$ cat config.mk
export PLATFORM = sky130hd
export DESIGN_NAME = msrv32_pipe_ctrl_flat
export DESIGN_NICKNAME = d
export VERILOG_FILES = /design/src/rtl/msrv32_pipe_ctrl_if.sv /design/src/rtl/msrv32_pipe_ctrl.sv /design/src/flat_wrapper.sv
export SDC_FILE = /design/constraint.sdc
export NUM_CORES = 1
export LEC_CHECK = 0
export CAP_MARGIN = 20
export CORE_MARGIN = 3
export CORE_UTILIZATION = 30
export DETAILED_ROUTE_END_ITERATION = 10
export PLACE_DENSITY = 0.78
export SYNTH_ARGS = -nofsm -noshare
export SYNTH_HDL_FRONTEND = slang
export SYNTH_SLANG_ARGS = --single-unit
$ cat constraint.sdc
create_clock -name clk_in -period 2.1 [get_ports clk_in]
set_clock_uncertainty 0.05 [all_clocks]
set_input_delay 0.42 -clock clk_in [delete_from_list [all_inputs] [get_ports clk_in]]
set_output_delay 0.42 -clock clk_in [all_outputs]
set_load 0.02 [all_outputs]
$ cat src/rtl/msrv32_pipe_ctrl_if.sv
// Control bundle between the stage-2 pipeline sequencer and the core datapath.
// The core side drives hazard/memory status; the sequencer drives register controls.
interface msrv32_pipe_ctrl_if;
   logic        branch_taken_in;
   logic        trap_taken_in;
   logic        mem_op_in;
   logic        dmem_ack_in;
   logic        stage2_en_out;
   logic        stage2_flush_out;
   logic        pc_hold_out;
   logic        wr_kill_out;
   logic        bus_err_out;
   logic        trap_ack_out;
   logic [1:0]  state_out;
   logic [31:0] perf_stall_cnt_out;
   logic [31:0] perf_flush_cnt_out;

   modport master (
      output branch_taken_in, trap_taken_in, mem_op_in, dmem_ack_in,
      input  stage2_en_out, stage2_flush_out, pc_hold_out, wr_kill_out,
      input  bus_err_out, trap_ack_out, state_out,
      input  perf_stall_cnt_out, perf_flush_cnt_out
   );

   modport slave (
      input  branch_taken_in, trap_taken_in, mem_op_in, dmem_ack_in,
      output stage2_en_out, stage2_flush_out, pc_hold_out, wr_kill_out,
      output bus_err_out, trap_ack_out, state_out,
      output perf_stall_cnt_out, perf_flush_cnt_out
   );
endinterface

$ cat src/rtl/msrv32_pipe_ctrl.sv
// Stage-2 pipeline sequencer: memory stalls, branch/trap bubbles, dmem timeout to bus error.
// Define MSRV32_PIPE_PERF_EN to build the stall/flush performance counters.
module msrv32_pipe_ctrl #(
   parameter int MAX_WAIT     = 15,
   parameter int FLUSH_CYCLES = 1,
   parameter int CNT_W        = 4
) (
   input logic              clk_in,
   input logic              reset_in,
   msrv32_pipe_ctrl_if.slave bus
);

   typedef enum logic [1:0] {
      RUN      = 2'd0,
      MEM_WAIT = 2'd1,
      FLUSH    = 2'd2,
      TRAP     = 2'd3
   } state_t;

   localparam logic [CNT_W-1:0] WAIT_LAST  = CNT_W'(MAX_WAIT - 1);
   localparam logic [CNT_W-1:0] FLUSH_LAST = CNT_W'(FLUSH_CYCLES - 1);
   localparam logic [CNT_W-1:0] CNT_ONE    = CNT_W'(1);

   state_t           r_state;
   state_t           w_state_next;
   logic [CNT_W-1:0] r_cnt;
   logic [CNT_W-1:0] w_cnt_next;

   logic w_en;
   logic w_flush;
   logic w_hold;
   logic w_kill;
   logic w_bus_err;
   logic w_trap_ack;

   always_ff @(posedge clk_in) begin
      if (reset_in) begin
         r_state <= RUN;
         r_cnt   <= '0;
      end else begin
         r_state <= w_state_next;
         r_cnt   <= w_cnt_next;
      end
   end

   always_comb begin
      w_state_next = r_state;
      w_cnt_next   = r_cnt;
      w_en         = 1'b0;
      w_flush      = 1'b0;
      w_hold       = 1'b0;
      w_kill       = 1'b0;
      w_bus_err    = 1'b0;
      w_trap_ack   = 1'b0;

      unique case (r_state)
         RUN: begin
            if (bus.trap_taken_in) begin
               w_trap_ack   = 1'b1;
               w_flush      = 1'b1;
               w_kill       = 1'b1;
               w_en         = 1'b1;
               w_state_next = TRAP;
               w_cnt_next   = '0;
            end else if (bus.mem_op_in && !bus.dmem_ack_in) begin
               // The stalled RUN cycle is the first wait cycle, so the counter starts at 1.
               w_hold       = 1'b1;
               w_state_next = MEM_WAIT;
               w_cnt_next   = CNT_ONE;
            end else if (bus.branch_taken_in) begin
               w_en         = 1'b1;
               w_flush      = 1'b1;
               w_state_next = FLUSH;
               w_cnt_next   = '0;
            end else begin
               w_en = 1'b1;
            end
         end

         MEM_WAIT: begin
            w_hold = 1'b1;
            if (bus.dmem_ack_in) begin
               w_en         = 1'b1;
               w_hold       = 1'b0;
               w_state_next = RUN;
               w_cnt_next   = '0;
            end else if (r_cnt == WAIT_LAST) begin
               w_bus_err    = 1'b1;
               w_kill       = 1'b1;
               w_flush      = 1'b1;
               w_en         = 1'b1;
               w_state_next = TRAP;
               w_cnt_next   = '0;
            end else begin
               // A pending trap stays asserted by its source until we are back in RUN.
               w_cnt_next = r_cnt + CNT_ONE;
            end
         end

         FLUSH: begin
            w_en    = 1'b1;
            w_flush = 1'b1;
            w_kill  = 1'b1;
            if (bus.trap_taken_in) begin
               w_trap_ack   = 1'b1;
               w_state_next = TRAP;
               w_cnt_next   = '0;
            end else if (r_cnt == FLUSH_LAST) begin
               w_state_next = RUN;
               w_cnt_next   = '0;
            end else begin
               w_cnt_next = r_cnt + CNT_ONE;
            end
         end

         TRAP: begin
            w_en         = 1'b1;
            w_flush      = 1'b1;
            w_kill       = 1'b1;
            w_state_next = FLUSH;
            w_cnt_next   = '0;
         end

         default: begin
            w_state_next = RUN;
            w_cnt_next   = '0;
         end
      endcase

      // Reset overrides the decode so stage 2 is bubbled and PC frozen whatever the state.
      if (reset_in) begin
         w_en       = 1'b0;
         w_flush    = 1'b1;
         w_hold     = 1'b1;
         w_kill     = 1'b1;
         w_bus_err  = 1'b0;
         w_trap_ack = 1'b0;
      end
   end

   assign bus.stage2_en_out    = w_en;
   assign bus.stage2_flush_out = w_flush;
   assign bus.pc_hold_out      = w_hold;
   assign bus.wr_kill_out      = w_kill;
   assign bus.bus_err_out      = w_bus_err;
   assign bus.trap_ack_out     = w_trap_ack;
   assign bus.state_out        = r_state;

`ifdef MSRV32_PIPE_PERF_EN
   logic [31:0] r_perf_stall;
   logic [31:0] r_perf_flush;

   always_ff @(posedge clk_in) begin
      if (reset_in) begin
         r_perf_stall <= 32'd0;
         r_perf_flush <= 32'd0;
      end else begin
         if (w_hold) begin
            r_perf_stall <= r_perf_stall + 32'd1;
         end
         if (w_flush) begin
            r_perf_flush <= r_perf_flush + 32'd1;
         end
      end
   end

   assign bus.perf_stall_cnt_out = r_perf_stall;
   assign bus.perf_flush_cnt_out = r_perf_flush;
`else
   assign bus.perf_stall_cnt_out = 32'd0;
   assign bus.perf_flush_cnt_out = 32'd0;
`endif

endmodule

$ cat src/flat_wrapper.sv
// flat-port wrapper written by rule: the top's interface ports become plain ports
module msrv32_pipe_ctrl_flat 
#(
   parameter int MAX_WAIT     = 15,
   parameter int FLUSH_CYCLES = 1,
   parameter int CNT_W        = 4
)
  (clk_in, reset_in, bus_branch_taken_in, bus_trap_taken_in, bus_mem_op_in, bus_dmem_ack_in, bus_stage2_en_out, bus_stage2_flush_out, bus_pc_hold_out, bus_wr_kill_out, bus_bus_err_out, bus_trap_ack_out, bus_state_out, bus_perf_stall_cnt_out, bus_perf_flush_cnt_out);
  msrv32_pipe_ctrl_if bus_i ();
  input logic clk_in;
  input logic reset_in;
  input wire logic [$bits(bus_i.branch_taken_in)-1:0] bus_branch_taken_in;
  input wire logic [$bits(bus_i.trap_taken_in)-1:0] bus_trap_taken_in;
  input wire logic [$bits(bus_i.mem_op_in)-1:0] bus_mem_op_in;
  input wire logic [$bits(bus_i.dmem_ack_in)-1:0] bus_dmem_ack_in;
  output wire logic [$bits(bus_i.stage2_en_out)-1:0] bus_stage2_en_out;
  output wire logic [$bits(bus_i.stage2_flush_out)-1:0] bus_stage2_flush_out;
  output wire logic [$bits(bus_i.pc_hold_out)-1:0] bus_pc_hold_out;
  output wire logic [$bits(bus_i.wr_kill_out)-1:0] bus_wr_kill_out;
  output wire logic [$bits(bus_i.bus_err_out)-1:0] bus_bus_err_out;
  output wire logic [$bits(bus_i.trap_ack_out)-1:0] bus_trap_ack_out;
  output wire logic [$bits(bus_i.state_out)-1:0] bus_state_out;
  output wire logic [$bits(bus_i.perf_stall_cnt_out)-1:0] bus_perf_stall_cnt_out;
  output wire logic [$bits(bus_i.perf_flush_cnt_out)-1:0] bus_perf_flush_cnt_out;
  assign bus_i.branch_taken_in = bus_branch_taken_in;
  assign bus_i.trap_taken_in = bus_trap_taken_in;
  assign bus_i.mem_op_in = bus_mem_op_in;
  assign bus_i.dmem_ack_in = bus_dmem_ack_in;
  assign bus_stage2_en_out = bus_i.stage2_en_out;
  assign bus_stage2_flush_out = bus_i.stage2_flush_out;
  assign bus_pc_hold_out = bus_i.pc_hold_out;
  assign bus_wr_kill_out = bus_i.wr_kill_out;
  assign bus_bus_err_out = bus_i.bus_err_out;
  assign bus_trap_ack_out = bus_i.trap_ack_out;
  assign bus_state_out = bus_i.state_out;
  assign bus_perf_stall_cnt_out = bus_i.perf_stall_cnt_out;
  assign bus_perf_flush_cnt_out = bus_i.perf_flush_cnt_out;
  msrv32_pipe_ctrl #(.MAX_WAIT(MAX_WAIT), .FLUSH_CYCLES(FLUSH_CYCLES), .CNT_W(CNT_W)) u_core (.clk_in(clk_in), .reset_in(reset_in), .bus(bus_i));
endmodule
==> out/metrics.csv, run 1 <==
stage,metric,value,unit
critical_path,FF-to-FF Start,u_core.r_cnt[1],
floorplanning,core area,2900,um^2
detailed_routing,WL per Instance,8.424,um
logic_synthesis,number of synthesized flops with an enable pin,0,
timing,period utilization,95.31,%
logic_synthesis,Yosys top cell by area,buf_4,
critical_path,crit path launch,u_core.r_cnt[0],
critical_path,nature of the critical path startpoint,flip-flop,
logic_synthesis,Post-synth ARST share,0,%
global_route,grt ovf,0,
detailed_routing,Initial DRC Count,32,
clocking,Worst-Skew Late Latency,240,ps
logic_synthesis,Mapped Cells,125,
worst_hold_path,hold_sp,u_core.r_cnt[1],
placed_design,DP Area,1015,um^2
power_and_ir_drop,VDD IR max,0.1433,mV
detailed_routing,Antenna Violating Nets Remaining,0,
logic_synthesis,synthesized cell area,964.7,um^2
logic_synthesis,#FFs+latches synth,6,
timing,endpoints failing hold,0,
critical_path,"Slowest-stage cell, CP",or3_1,
detailed_routing,via count,717,
final_layout,Filler cells,313,
global_route,first-pass GRT wire length,2.221,mm
floorplanning,Die ar.,3932,um^2
critical_path,reg2reg setup slack,440,ps
critical_path,"Critical Path, Cell by Cell","inv_1, ha_1, nand4_1, o22ai_1, or3_1, buf_6",
clocking,Root Buffer Master,clkbuf_4,
timing,WHS,575.4,ps
logic_synthesis,"Seq/Total Area, Yosys",12.45,%
global_route,antenna violations before repair,0,
global_route,vias in the first global route,543,
final_layout,ant diodes,0,
floorplanning,Die Ht,62.71,um
clocking,number of buffers created by CTS,3,
logic_synthesis,Area contributors post-synth,"buf_4 (50%), dfxtp_1 (12%), ha_1 (3.9%), a21oi_1 (3.1%), nand2b_1 (2.6%)",
final_layout,share of layout cells above drive strength 1,21.79,%
clocking,Sink Count,6,
placed_design,RePlAce Congestion,0.8407,
final_layout,design area,1037,um^2
detailed_routing,# DRC,0,
clocking,Max clock buf depth,2,
critical_path,CP Class,flip-flop to output pin,
final_layout,layout net count,167,
detailed_routing,Initial DRT Pass Iterations,4,
clocking,H-tree depth reported by CTS,1,
timing,fin crit period,2001,ps
power_and_ir_drop,PD cells,444.8,nW/um^2
run_status,outcome,"finished, final reports clean",
timing,RSZ-0062 raised after global routing,no,
worst_hold_path,Hold/Removal Path Class,flip-flop to flip-flop,
logic_synthesis,Yosys top cell area share,49.81,%
global_route,pin count of the biggest net entering global routing,9,
critical_path,WP data arrival,1530,ps
floorplanning,Row Count,19,
critical_path,FF-to-FF End,u_core.r_cnt[1],
placed_design,Port-buffer cells,13,
final_layout,final core area utilization,35.76,%
logic_synthesis,Yosys warning total,0,
critical_path,CP required,1630,ps
detailed_routing,drt total wl,1.668,mm
power_and_ir_drop,P_leak,0.5426,nW
logic_synthesis,top-count cell post-synth,buf_4,
floorplanning,Die Span X,62.71,um
critical_path,largest stage delay on the critical path,360,ps
floorplanning,I/O pin count,78,
clocking,"Clk pin slew, worst setup/hold paths",50,ps
worst_hold_path,Hold EP,u_core.r_cnt[1],
worst_hold_path,WHS Path Cells,3,
logic_synthesis,ys flop type,dfxtp_1,
timing,Final Max Tran Viols,0,
global_route,All-Layer GR Usage,6.891,%
floorplanning,initial core utilization,33.26,%
logic_synthesis,Syn Area/Cell,7.717,um^2
final_layout,P&R area growth vs syn,7.522,%
clocking,TritonCTS clock tree,built,
detailed_routing,via/cell ratio,3.621,
timing,total setup violations reported at the end of the flow,0,
placed_design,HPWL Detailed,1.418,mm
flow_run,Max-Cap Viols,0,
logic_synthesis,Yosys cell types,31,
timing,f_max,499.6,MHz
critical_path,CP Max Fanout,2,
power_and_ir_drop,total power draw,0.4613,mW
critical_path,Worst Setup End Kind,output pin,
critical_path,r2r worst-path depth,7,
logic_synthesis,synth cell count leaders,"buf_4 (64), a21oi_1 (6), dfxtp_1 (6)",
[logic make-up after synthesis]
family | after synthesis | synth area share [%]
other | 1 | 0.3887
adders and majority gates | 3 | 3.891
and+or+nand+nor | 30 | 19.46
buffers and inverters | 69 | 52.66
DFF | 6 | 12.45
muxes | 1 | 1.167
AOI/OAI and AO/OA | 15 | 9.987
[flip-flops by register name (all words and copies together), names as in the netlist]
| name | flops |
|---|---|
| u_core.r_cnt | 4 |
| u_core.bus.state_out | 2 |
[report_power, final]
group / switching, mW / internal, mW / leakage (nW) / total, mW
sequential: 0.00694 / 0.120 / 0.0490 / 0.127
clock: 0.0401 / 0.0645 / 0.0138 / 0.105
combinational: 0.164 / 0.0654 / 0.480 / 0.230
total: 0.211 / 0.250 / 0.543 / 0.461
[layer usage]
| layer | vias to the layer above | GRT usage (%) | share of wire (%) |
|---|---|---|---|
| met3 | 0 | 2.878 | 12 |
| met4 | 0 | 1.653 | 0 |
| met1 | 321 | 6.573 | 37 |
| li1 | 350 | - | - |
| met5 | - | 0 | 0 |
| met2 | 46 | 13.45 | 51 |
[through the flow]
stage | std cells | worst slack (ps) | setup TNS [ps]
final | 198 | 98.55 | 0
after CTS | 198 | 16.76 | 0
after global placement | 194 | -490.4 | -2021
after detailed placement | 194 | -469.4 | -2092
after floorplan | 188 | 205.9 | 0
after global routing | 198 | 0.4016 | 0
[worst max-delay path, delay by kind of cell, from the launching register on]
kind / cells / cell delay [ps]
AOI/OAI and AO/OA: 1 / 90
adders and majority gates: 1 / 210
buffers and inverters: 2 / 190
DFF: 1 / 320
and+or+nand+nor: 2 / 470
[cell usage in the layout, fill, tap and decap left out, types with 4 or more instances in the layout]
| cell type | instances |
|---|---|
| dfxtp_1 | 6 |
| nand2_1 | 4 |
| conb_1 | 64 |
| buf_4 | 19 |
| a21oi_1 | 5 |
| dlygate4sd2_1 | 6 |
| nand3_1 | 4 |
| nor2_1 | 5 |
[cell type report]
| cell class | instances | area [um^2] | share of cell area (%) |
|---|---|---|---|
| Multi-Input combinational cell | 113 | 584.3 | 56.33 |
| Timing Repair Buffer | 31 | 246.5 | 23.76 |
| Sequential cell | 6 | 120.1 | 11.58 |
| Tap cell | 42 | 52.55 | 5.066 |
| Clock buffer | 3 | 22.52 | 2.171 |
| Inverter | 3 | 11.26 | 1.086 |
[how the worst max path moves through the flow]
stage,endpoint,slack (ps),cells past startpoint
4_1_cts,bus_bus_err_out,20,6
5_1_grt,bus_stage2_flush_out,0.4,6
3_5_place_dp,bus_stage2_flush_out,-470,6
6_report,bus_stage2_flush_out,100,6
3_3_place_gp,bus_stage2_en_out,-490,5
2_1_floorplan,bus_bus_err_out,210,3
[repair_timing]
| item | 4_1_cts | 5_1_grt |
|---|---|---|
| setup endpoints to repair | 6 | 4 |
| gates resized for setup | 20 | 7 |
| buffers inserted | 1 | 0 |
| endpoints found under the hold margin | 0 | 0 |
| hold buffers | 0 | 0 |
| pin swaps | 3 | 1 |
| cloned | 0 | 0 |
No activity file was read; power rests on OpenSTA's default activity.
==> run 2, diff against run 1 <==
==> constraint.sdc (replaced) <==
create_clock -name clk_in -period 2.4 [get_ports clk_in]
set_clock_uncertainty 0.05 [all_clocks]
set_input_delay 0.48 -clock clk_in [delete_from_list [all_inputs] [get_ports clk_in]]
set_output_delay 0.48 -clock clk_in [all_outputs]
set_load 0.02 [all_outputs]
==> run 2 against run 1 <==
Sequential share of layout area rose by 0.76 points. Non-clock buffer count fell by 8. Clock-buffer cell count did not move. Global-route usage fell by 0.30 points. Setup slack improved by 6.7 ps. Critical path depth did not move. Critical endpoint unchanged.
==> out/metrics.csv, run 2 (synthesized netlist as in run 1, its figures left out) <==
stage,metric,value,unit,change
final_layout,"commonest cells after routing, fill and taps aside","conb_1 (64), buf_4 (10), clkdlybuf4s50_1 (7)",,
critical_path,nature of the critical path startpoint,input port,,
floorplanning,core area,2900,um^2,unchanged
clocking,Worst-Skew Late Latency,240,ps,about the same
final_layout,P&R area growth vs syn,0.9080,%,
power_and_ir_drop,P_leak,0.4916,nW,-9.4%
critical_path,CP required,1870,ps,+240 ps
detailed_routing,# DRC,0,,unchanged
global_route,first-pass GRT wire length,2.090,mm,-5.9%
timing,endpoints failing hold,0,,unchanged
power_and_ir_drop,PD cells,404.9,nW/um^2,-9.0%
final_layout,design area,973.4,um^2,-6.2%
final_layout,share of layout cells above drive strength 1,15.54,%,-6.3 points
critical_path,CP Class,input port to output pin,,
clocking,Sink Count,6,,unchanged
floorplanning,Die ar.,3932,um^2,unchanged
detailed_routing,via count,671,,-6.4%
power_and_ir_drop,Seq pwr share,28.2,%,+0.7 points
global_route,grt ovf,0,,unchanged
timing,Final Max Tran Viols,0,,unchanged
clocking,number of buffers created by CTS,3,,unchanged
clocking,Max clock buf depth,2,,unchanged
final_layout,layout net count,159,,-4.8%
critical_path,"Critical Path, Cell by Cell","clkdlybuf4s50_1, nand2b_1, a21oi_2, o22ai_1, or3_1, buf_2",,
power_and_ir_drop,NetSw,0.1813,mW,-14%
critical_path,"Slowest-stage cell, CP",clkdlybuf4s50_1,,
flow_run,Max-Cap Viols,0,,unchanged
clocking,TritonCTS clock tree,built,,
critical_path,CP Max Fanout,3,,+1
clocking,H-tree depth reported by CTS,1,,unchanged
placed_design,placed cells,187,,-3.6%
power_and_ir_drop,Internal,0.2128,mW,-15%
power_and_ir_drop,switching share of power,46.00,%,+0.16 points
floorplanning,I/O pin count,78,,unchanged
final_layout,Largest register FFs,4,,unchanged
floorplanning,initial core utilization,33.26,%,unchanged
timing,f_max,435.8,MHz,
final_layout,Filler cells,313,,unchanged
clocking,Post-CTS Hold Buffers,0,,unchanged
critical_path,reg2reg setup slack,750,ps,+310 ps
critical_path,Worst Setup End Kind,output pin,,
detailed_routing,via/cell ratio,3.532,,-2.5%
final_layout,"commonest non-fill, non-tap cell in the layout",conb_1,,
detailed_routing,Initial DRT Pass Iterations,3,,-1
worst_hold_path,hold_sp,u_core.r_cnt[3],,
clocking,"Clk pin slew, worst setup/hold paths",40,ps,about the same
timing,period utilization,95.62,%,
floorplanning,Die Ht,62.71,um,unchanged
global_route,routing usage on met1,7.328,%,+0.75 points
floorplanning,Row Count,19,,unchanged
placed_design,HPWL Detailed,1.304,mm,-8.0%
placed_design,Port-buffer cells,13,,unchanged
global_route,antenna violations before repair,0,,unchanged
clocking,Root Buffer Master,clkbuf_4,,
final_layout,Largest Register,u_core.r_cnt,,
final_layout,final core area utilization,33.56,%,-2.2 points
critical_path,r2r worst-path depth,7,,unchanged
detailed_routing,drt total wl,1.493,mm,-10%
placed_design,DP Area,962.2,um^2,-5.2%
floorplanning,Die Span X,62.71,um,unchanged
detailed_routing,Initial DRC Count,50,,+56%
critical_path,FF-to-FF End,u_core.r_cnt[1],,
power_and_ir_drop,Comb pwr share,48.5,%,-1.3 points
critical_path,largest stage delay on the critical path,510,ps,+150 ps
timing,RSZ-0062 raised after global routing,no,,
critical_path,FF-to-FF Start,u_core.r_cnt[1],,
critical_path,Bufs and invs on worst path,2,,unchanged
global_route,All-Layer GR Usage,6.592,%,-0.30 points
worst_hold_path,WHS Path Cells,2,,-1
timing,total setup violations reported at the end of the flow,0,,unchanged
global_route,pin count of the biggest net entering global routing,12,,+3
global_route,vias in the first global route,479,,-12%
critical_path,WP data arrival,1760,ps,+230 ps
global_route,busiest grt layer,met2,,
power_and_ir_drop,Clk pwr share,23.2,%,+0.5 points
placed_design,RePlAce Congestion,0.7406,,-12%
worst_hold_path,Hold EP,u_core.r_cnt[3],,
global_route,met3 Usage GRT,3.237,%,+0.36 points
detailed_routing,WL per Instance,7.858,um,-6.7%
power_and_ir_drop,VDD IR max,0.1047,mV,-27%
run_status,outcome,"finished, final reports clean",,
detailed_routing,Antenna Violating Nets Remaining,0,,unchanged
global_route,met2 Use GR,10.39,%,-3.1 points
final_layout,ant diodes,0,,unchanged
worst_hold_path,Hold/Removal Path Class,flip-flop to flip-flop,,
final_layout,Non-Filler Instances,190,,-4.0%
critical_path,Top delay family on crit path,buffers and inverters,,
timing,fin crit period,2295,ps,
==> run 2: cell count changes in the layout (fill, tap and decap cells not counted), sizes merged <==
cell           change
buf                -9
clkdlybuf4s50      +4
dlygate4sd2        -2
clkbuf             -1
==> run 2: layout make-up <==
type	instances	area [um^2]	share of cell area, %
inverters	3	11.26	1.157
flip-flops and latches	6	120.1	12.34
well taps	42	52.55	5.398
repair buffers	23	190.2	19.54
clock buffers	3	22.52	2.314
multi-input cells	113	576.8	59.25
==> run 2: metal layers <==
layer / vias to the layer above / routed length [um]
met3: 2 / 217
met5: - / 0
li1: 333 / -
met1: 290 / 573
met4: 0 / 20
met2: 46 / 681
==> run 2: how the worst max path moves through the flow <==
stage                                        from              endpoint  cells after the start
after floorplan           u_core.bus.state_out[0]       bus_bus_err_out                      3
after global placement              bus_mem_op_in     bus_stage2_en_out                      5
after detailed placement            bus_mem_op_in     bus_stage2_en_out                      5
after CTS                           bus_mem_op_in     bus_stage2_en_out                      5
after global routing                bus_mem_op_in  bus_stage2_flush_out                      6
final                               bus_mem_op_in  bus_stage2_flush_out                      6
==> run 2: per-stage QoR <==
stage               hold WS (ps)  setup slack [ps]  total power [mW]  setup TNS [ps]
floorplan                  452.7             445.9            0.3373               0
global placement           470.2            -309.6            0.3067          -863.7
detailed placement         479.0            -293.0            0.3071          -879.1
CTS                        485.2             42.27            0.3978               0
global route               519.0             20.21            0.4209               0
finish                     488.9             105.2            0.3942               0
==> run 2: worst reg2reg max path, cell delays in order, from the launching register on <==
cell	delay (ps)
dfxtp_1	310
buf_4	140
inv_1	50
ha_1	110
or3b_1	360
a32o_2	290
a22oi_2	180
nor2_1	50
==> run 2: power groups by stage <==
stage | clock network, mW | registers (mW) | logic, mW
floorplan | 0 | 0.117 | 0.220
global placement | 0 | 0.113 | 0.193
detailed placement | 0 | 0.113 | 0.194
CTS | 0.0968 | 0.111 | 0.190
global route | 0.102 | 0.113 | 0.206
finish | 0.0915 | 0.111 | 0.191
==> run 2: timing repair <==
| item | 4_1_cts | 5_1_grt |
|---|---|---|
| resized for setup | 11 | 2 |
| setup endpoints to repair | 6 | 2 |
| buffers inserted | 0 | 0 |
| cloned | 0 | 0 |
==> run 3, diff against run 2 <==
--- a/config.mk
+++ b/config.mk
@@ -5,6 +5,7 @@
 export SDC_FILE = /design/constraint.sdc
 export NUM_CORES = 1
 export LEC_CHECK = 0
+export ABC_AREA = 0
 export CAP_MARGIN = 20
 export CORE_MARGIN = 3
 export CORE_UTILIZATION = 30
==> results of run 3 <==
Same layout as run 2: the final DEF is identical, and so are final timing and power.
